**config.mk**
```make
export PLATFORM = sky130hd
export DESIGN_NAME = uart_receiver
export DESIGN_NICKNAME = d
export VERILOG_FILES = /design/src/rtl/uart_pkg.sv /design/src/rtl/sync_2ff.sv /design/src/rtl/uart_receiver.sv
export SDC_FILE = /design/constraint.sdc
export NUM_CORES = 1
export LEC_CHECK = 0
export BUFFER_PORTS_ARGS = -buffer_cell sky130_fd_sc_hd__buf_4
export CAP_MARGIN = 20
export CORE_MARGIN = 4
export CORE_UTILIZATION = 50
export CTS_CLUSTER_DIAMETER = 60
export CTS_CLUSTER_SIZE = 10
export DETAILED_ROUTE_END_ITERATION = 6
export PLACE_DENSITY = 0.69
export SYNTH_ARGS = -nofsm -noshare
export SYNTH_HDL_FRONTEND = slang
export SYNTH_SLANG_ARGS = --single-unit
```
**constraint.sdc**
```tcl
create_clock -name clk -period 4 [get_ports clk]
set_input_delay 0.6 -clock clk [delete_from_list [all_inputs] [get_ports clk]]
set_output_delay 0.6 -clock clk [all_outputs]
set_load 0.005 [all_outputs]
```
**src/rtl/uart_pkg.sv**
```systemverilog
// Shared UART definitions: receiver state encoding and baud-timing helpers
// so the emitter and receiver derive their bit periods identically.
package uart_pkg;

    localparam int UART_DATA_BITS = 8;

    typedef enum logic [2:0] {
        IDLE,
        START,
        DATA,
        STOP,
        WAIT_IDLE
    } uart_rx_state_t;

    function automatic int uart_bit_cycles(input int clk_freq_hz, input int baud_rate);
        return clk_freq_hz / baud_rate;
    endfunction

    function automatic int uart_half_cycles(input int clk_freq_hz, input int baud_rate);
        return uart_bit_cycles(clk_freq_hz, baud_rate) / 2;
    endfunction

endpackage

```
**src/rtl/sync_2ff.sv**
```systemverilog
// Generic two-flop synchroniser for bringing asynchronous signals into the
// clk domain; the reset value lets idle-high lines come out of reset idle.
module sync_2ff #(
    parameter int               WIDTH       = 1,
    parameter logic [WIDTH-1:0] RESET_VALUE = '0
) (
    input  logic             clk,
    input  logic             rst,
    input  logic [WIDTH-1:0] d,
    output logic [WIDTH-1:0] q
);

    logic [WIDTH-1:0] meta;

    always_ff @(posedge clk or negedge rst) begin
        if (!rst) begin
            meta <= RESET_VALUE;
            q    <= RESET_VALUE;
        end else begin
            meta <= d;
            q    <= meta;
        end
    end

endmodule

```
**src/rtl/uart_receiver.sv**
```systemverilog
// 8N1 UART receiver: mid-bit sampling of the synchronised line, byte delivery
// through a valid/ack handshake, framing-error pulse and sticky overrun flag.
module uart_receiver
    import uart_pkg::*;
#(
    parameter int clk_freq_hz = 25000000,
    parameter int baud_rate   = 115200
) (
    input  logic                      clk,
    input  logic                      rst,
    input  logic                      uart_rx,
    output logic [UART_DATA_BITS-1:0] rx_data,
    output logic                      rx_valid,
    input  logic                      rx_ack,
    output logic                      frame_err,
    output logic                      overrun
);

    localparam int BIT_CYCLES  = uart_bit_cycles(clk_freq_hz, baud_rate);
    localparam int HALF_CYCLES = uart_half_cycles(clk_freq_hz, baud_rate);
    localparam int CNT_W       = $clog2(BIT_CYCLES);
    localparam int IDX_W       = $clog2(UART_DATA_BITS);

    localparam logic [CNT_W-1:0] BIT_LOAD  = CNT_W'(BIT_CYCLES - 1);
    localparam logic [CNT_W-1:0] HALF_LOAD = CNT_W'(HALF_CYCLES - 1);
    localparam logic [IDX_W-1:0] LAST_IDX  = IDX_W'(UART_DATA_BITS - 1);

    if (BIT_CYCLES < 4) begin : g_bit_cycles_check
        $error("uart_receiver: clk_freq_hz/baud_rate must be at least 4");
    end

    uart_rx_state_t            state;
    logic                      rxs;
    logic [CNT_W-1:0]          count;
    logic [IDX_W-1:0]          bit_idx;
    logic [UART_DATA_BITS-1:0] shift;
    logic                      expired;

    sync_2ff #(
        .WIDTH       (1),
        .RESET_VALUE (1'b1)
    ) u_rx_sync (
        .clk (clk),
        .rst (rst),
        .d   (uart_rx),
        .q   (rxs)
    );

    assign expired = (count == '0);

    // Later assignments in the case deliberately override the ack clear, so a
    // byte landing in the same cycle as an ack replaces the acknowledged one.
    always_ff @(posedge clk or negedge rst) begin
        if (!rst) begin
            state     <= IDLE;
            count     <= '0;
            bit_idx   <= '0;
            shift     <= '0;
            rx_data   <= '0;
            rx_valid  <= 1'b0;
            frame_err <= 1'b0;
            overrun   <= 1'b0;
        end else begin
            frame_err <= 1'b0;

            if (rx_valid && rx_ack) begin
                rx_valid <= 1'b0;
                overrun  <= 1'b0;
            end

            if (!expired) begin
                count <= count - CNT_W'(1);
            end

            case (state)
                IDLE: begin
                    if (!rxs) begin
                        count <= HALF_LOAD;
                        state <= START;
                    end
                end
                START: begin
                    if (expired) begin
                        if (!rxs) begin
                            count   <= BIT_LOAD;
                            bit_idx <= '0;
                            state   <= DATA;
                        end else begin
                            state <= IDLE;
                        end
                    end
                end
                DATA: begin
                    if (expired) begin
                        shift   <= {rxs, shift[UART_DATA_BITS-1:1]};
                        bit_idx <= bit_idx + IDX_W'(1);
                        count   <= BIT_LOAD;
                        if (bit_idx == LAST_IDX) begin
                            state <= STOP;
                        end
                    end
                end
                STOP: begin
                    if (expired) begin
                        if (rxs) begin
                            if (!rx_valid || rx_ack) begin
                                rx_data  <= shift;
                                rx_valid <= 1'b1;
                            end else begin
                                overrun <= 1'b1;
                            end
                            state <= IDLE;
                        end else begin
                            frame_err <= 1'b1;
                            state     <= WAIT_IDLE;
                        end
                    end
                end
                // A held-low line must not be mistaken for a train of start bits.
                WAIT_IDLE: begin
                    if (rxs) begin
                        state <= IDLE;
                    end
                end
                default: begin
                    state <= IDLE;
                end
            endcase
        end
    end

endmodule
```
Yosys cells after proc, flatten, opt, wreduce, memory -nomap -nowiden. Cells that the tools add are included.

Output and inout bits: 11. Word-level logic and storage cells: 66. Bits in registers: 35. Bits of input ports: 4.

Equal/unequal tests: 12. Reduce and logical (&&, ||, !) cells: 10. Muxes and demuxes: 32. $add $sub $neg: 2.

Operators by type and width (count): $mux 8 (5); $mux 3 (10); $pmux 8 s3 (1); $pmux 3 s5 (1); $mux 1 (13); $ne 2x2->1 const B (6); $logic_not 8->1 (1); $reduce_and 4->1 (2); $sub 8x1->8 const B (1); $eq 3x2->1 const B (2); $eq 3x3->1 const B (2); $pmux 3 s2 (1); $reduce_and 6->1 (1); $add 3x1->3 const B (1); $eq 3x1->1 const B (1); $logic_not 3->1 (1); $mux 2 (1); $ne 2x1->1 const B (1); $reduce_and 2->1 (1); $reduce_bool 2->1 (1); $logic_and 1x1->1 (1); $logic_not 1->1 (1); $logic_or 1x1->1 (1).

Depth between registers and ports, before layout.
Word-level depth: 6. Mapped depth: 10. Gate-level depth less buffers: 9.

Cells and area by module. From an unflattened synthesis, not the netlist that was laid out.

Cell total of the unflattened synthesis: 130. Area total of the unflattened synthesis: 1630.3 um^2.

By module, submodules not included: uart_receiver (seq. area each 825.8 um^2, times used 1, area an instance 1577.8 um^2, cells each 128); sync_2ff (seq. area each 52.6 um^2, times used 1, area an instance 52.6 um^2, cells each 2).

Worst setup path before layout. OpenSTA, ideal clock, no wires.

Kind: register -> register. From: reg count[0]. To: reg count[0]. Library setup time: 0.086 ns. Stages on the path, launching flop included: 10. Clock period less this slack: 2.311 ns. Path buffers: 1. Arrival: 2.225 ns. Data required time: 3.914 ns. Setup slack: 1.689 ns. Cell sequence: dfrtp_1 inv_1 ha_1 nor4b_4 and2_1 buf_6 inv_6 ha_1 or4_1 a32oi_1.

Longest elaborated chain between the ends: 5. Elaborated cells between the ends (all ways): 8. Those cells by class: add/sub (1); mux (6); reduce/logical (1).

RTL lines: start, declared (RTL line uart_receiver.sv:34) `logic [CNT_W-1:0] count;`; start signal, assigned (RTL line uart_receiver.sv:72) `count <= count - CNT_W'(1);`; $sub 8x1->8 / $logic_not 8->1 (equally long branches) (RTL line uart_receiver.sv:72, uart_receiver.sv:49); $mux 8 (RTL line uart_receiver.sv:71) `if (!expired) begin`; $mux 8 (RTL line uart_receiver.sv:84) `if (!rxs) begin`; $mux 8 (RTL line uart_receiver.sv:83) `if (expired) begin`; $pmux 8 s3 * (RTL line uart_receiver.sv:75) `case (state)`.

Mark *: on every way between the ends. The rest lies on a longest branch, timed or not. A chain may end at the register's enable or synchronous reset.

Worst setup path in the final report. Same ends and word-level chain as after synthesis.

==> run summary <==
outcome -> complete, no violations
Yosys cell types -> 44
setup bufs post-CTS -> 0
routed length per placed instance -> 15.9 µm
pwr dens -> 312 nW/µm²
Synthesized Nets -> 143
worst setup path class -> reg2reg
cell area after layout -> 1810 µm²
busiest grt layer -> met2
initial core utilization -> 52.8%
Crit path buffers/inverters -> 2
slowest stage cell, crit path -> or4_1
CP Capture Type -> flip-flop
initial antenna violation count -> 0
fraction of registers with async set/reset -> 100%
vias in the first global route -> 1130
commonest non-fill, non-tap cell in the layout -> dfrtp_1
ANT cells -> 0
num ports -> 15
register area share after synthesis -> 54.0%
Die Y -> 65.0 µm
CP most frequent cell -> ha_1
Clock Tree Root -> clkbuf_4
Main synth FF type -> dfrtp_1
leakage power -> 0.000875 µW
Post-layout nets -> 157
top-area cell type share of the netlist area -> 50.8%
Clock Power Share -> 34.3%
CTS tree -> yes
met3 Usage GRT -> 5.72%
DP Area -> 1750 µm²
mean post-synth cell area -> 12.1 µm²
drt pass-1 iters -> 4
setup_tns -> 0 ns
crit path cell chain -> inv_1, ha_1, nor4b_4, and2_1, inv_6, ha_1, or4_1, a32oi_1
Max Slew Vio Count -> 0
Seq cells post-synth -> 35
drt first-iter violations -> 81
final critical-path share of the clock period -> 70.5%
Arrival @ worst endpoint -> 3.07 ns
clock sinks -> 35
Clock Tree Buf Depth -> 2
Crit path depth -> 8
Hold/Removal Path Class -> in2async
unrepaired setup endpoints after global routing -> false
fin worst setup slack -> 1.18 ns
drc violations -> 0
Worst Skew -> 0.0120 ns
Core Region -> 3080 µm²
Die ar. -> 4230 µm²
Synth area leaders -> dfrtp_1 (51%), mux2_2 (10%), ha_1 (3.8%), dfstp_2 (3.2%), nor2_1 (1.8%)
die width -> 65.0 µm
GR Util met1 -> 21.2%
num rows -> 20
peak supply drop -> 236 µV
critical-path maximum fanout -> 10
hpwl dp -> 2190 µm
Mapped Cells -> 134
min cycle time layout -> 2.82 ns
R2R setup slack -> 1.18 ns
area leader, netlist -> dfrtp_1
clk_lat worst skew -> 0.33 ns
GR Overflow Total -> 0
Routed Antenna Nets -> 0
Max Cap Violations -> 0
Via-to-Cell Ratio -> 5.67
PnR Total Power -> 566 µW
Worst setup SP type -> flip-flop
vias -> 1094
Syn-to-layout area delta -> 11.3%
H-tree levels -> 2
Net Switching -> 120 µW
post-synthesis cell area -> 1630 µm²
internal power -> 445 µW
drt total wl -> 3060 µm
largest net degree at the start of global routing -> 36
Post-synth EDFFs -> 0
I/O Buffers -> 14
most frequent cells in the layout -> dfrtp_1 (33), mux2_2 (15), buf_4 (14)
final setup fails -> 0
CTS resizes -> 0
Max-slew headroom -> 46.5%
final hold viol count -> 0
hold buffer count at CTS -> 0
CTS clock-pin slew for the worst setup and hold paths -> 0.10 ns
met2 GRT Util -> 29.0%
hold slack -> 0.197 ns
Worst Tran Pin Value -> 0.795 ns
first-pass GRT wire length -> 5550 µm
GRT Total Usage -> 17.7%
CTS buffer count -> 5
FF+latch area -> 878 µm²
WP data required -> 4.25 ns
Post-Place Setup Slack -> 1.23 ns
Logic pwr share -> 2.3%
ratio of cells with drive above 1 in the final layout -> 28.2%
fmax -> 0.355 GHz
multi-input combinational cell area -> 692 µm²
Seq pwr share -> 63.4%
Yosys warnings -> 0
Placer Congestion -> 0.808
# fillers -> 271
delay of the slowest critical-path stage -> 0.52 ns
Sw Share -> 21.3%
CP top delay family -> simple AND/OR/NAND/NOR gates
Reg2Reg Depth -> 8
-- state kept, by name, summed over array words and instances (netlist names) --
| signal | flops |
|---|---|
| u_rx_sync.meta | 1 |
| u_rx_sync.q | 1 |
| state | 3 |
| overrun | 1 |
| shift | 8 |
| count | 8 |
| bit_idx | 3 |
| frame_err | 1 |
| rx_valid | 1 |
| rx_data | 8 |
-- layer usage --
| metal | wire length (µm) | up-vias |
|---|---|---|
| met5 | 0 | - |
| met1 | 1270 | 537 |
| met2 | 1550 | 39 |
| met4 | 60 | 0 |
| li1 | - | 513 |
| met3 | 184 | 5 |
-- layout make-up --
class,instances,area share [%]
clock buffer,7,3.04
clock inverter,1,0.276
inverter,4,1.11
multi-input combinational,88,38.2
sequential,35,48.5
tap,44,3.04
timing repair buffer,14,5.81
-- through the flow --
| stage | instances | util [%] |
|---|---|---|
| after floorplan | 134 | - |
| after global placement | 185 | 56.9 |
| after detailed placement | 185 | 56.9 |
| after CTS | 193 | 58.8 |
| after global routing | 193 | 58.8 |
| final | 193 | 58.8 |
-- logic make-up (layout without fill, tap and decap cells) --
logic type,count (synthesis),after routing,share of synthesized area [%]
multiplexers,18,18,12.3
AND/OR/NAND/NOR,33,33,12.0
adder cells (fa/ha/maj),5,5,3.85
flip-flops,35,35,54.0
buffers and inverters,11,26,3.46
XOR/XNOR,3,3,1.62
AO/OA/AOI/OAI,29,29,12.8
-- cells in the mapped netlist, drive strengths merged (3+ instances only) --
library cell / number
nand3: 4
nor3: 3
o21a: 3
clkbuf: 4
mux2: 16
a31oi: 3
buf: 3
nand2: 4
a21oi: 4
nor2: 8
inv: 4
ha: 5
o21ai: 3
dfrtp: 33
o21bai: 3
-- final timing paths --
| kind | end | start |
|---|---|---|
| max reg2reg | count[0] | count[0] |
| min | frame_err | rst |
| max in group asynchronous | u_rx_sync.meta | rst |
| min reg2reg | u_rx_sync.q | u_rx_sync.meta |
| max | count[0] | count[0] |
| min in group clk | u_rx_sync.q | u_rx_sync.meta |
-- power groups by stage --
stage | clock (µW) | sequential [µW] | combinational [µW]
finish | 194 | 358 | 13.0
global route | 224 | 359 | 15.2
CTS | 202 | 358 | 13.6
detailed placement | 0 | 365 | 13.4
global placement | 0 | 365 | 13.1
floorplan | 0 | 364 | 3.36
Power figures use the tool's default switching activity.
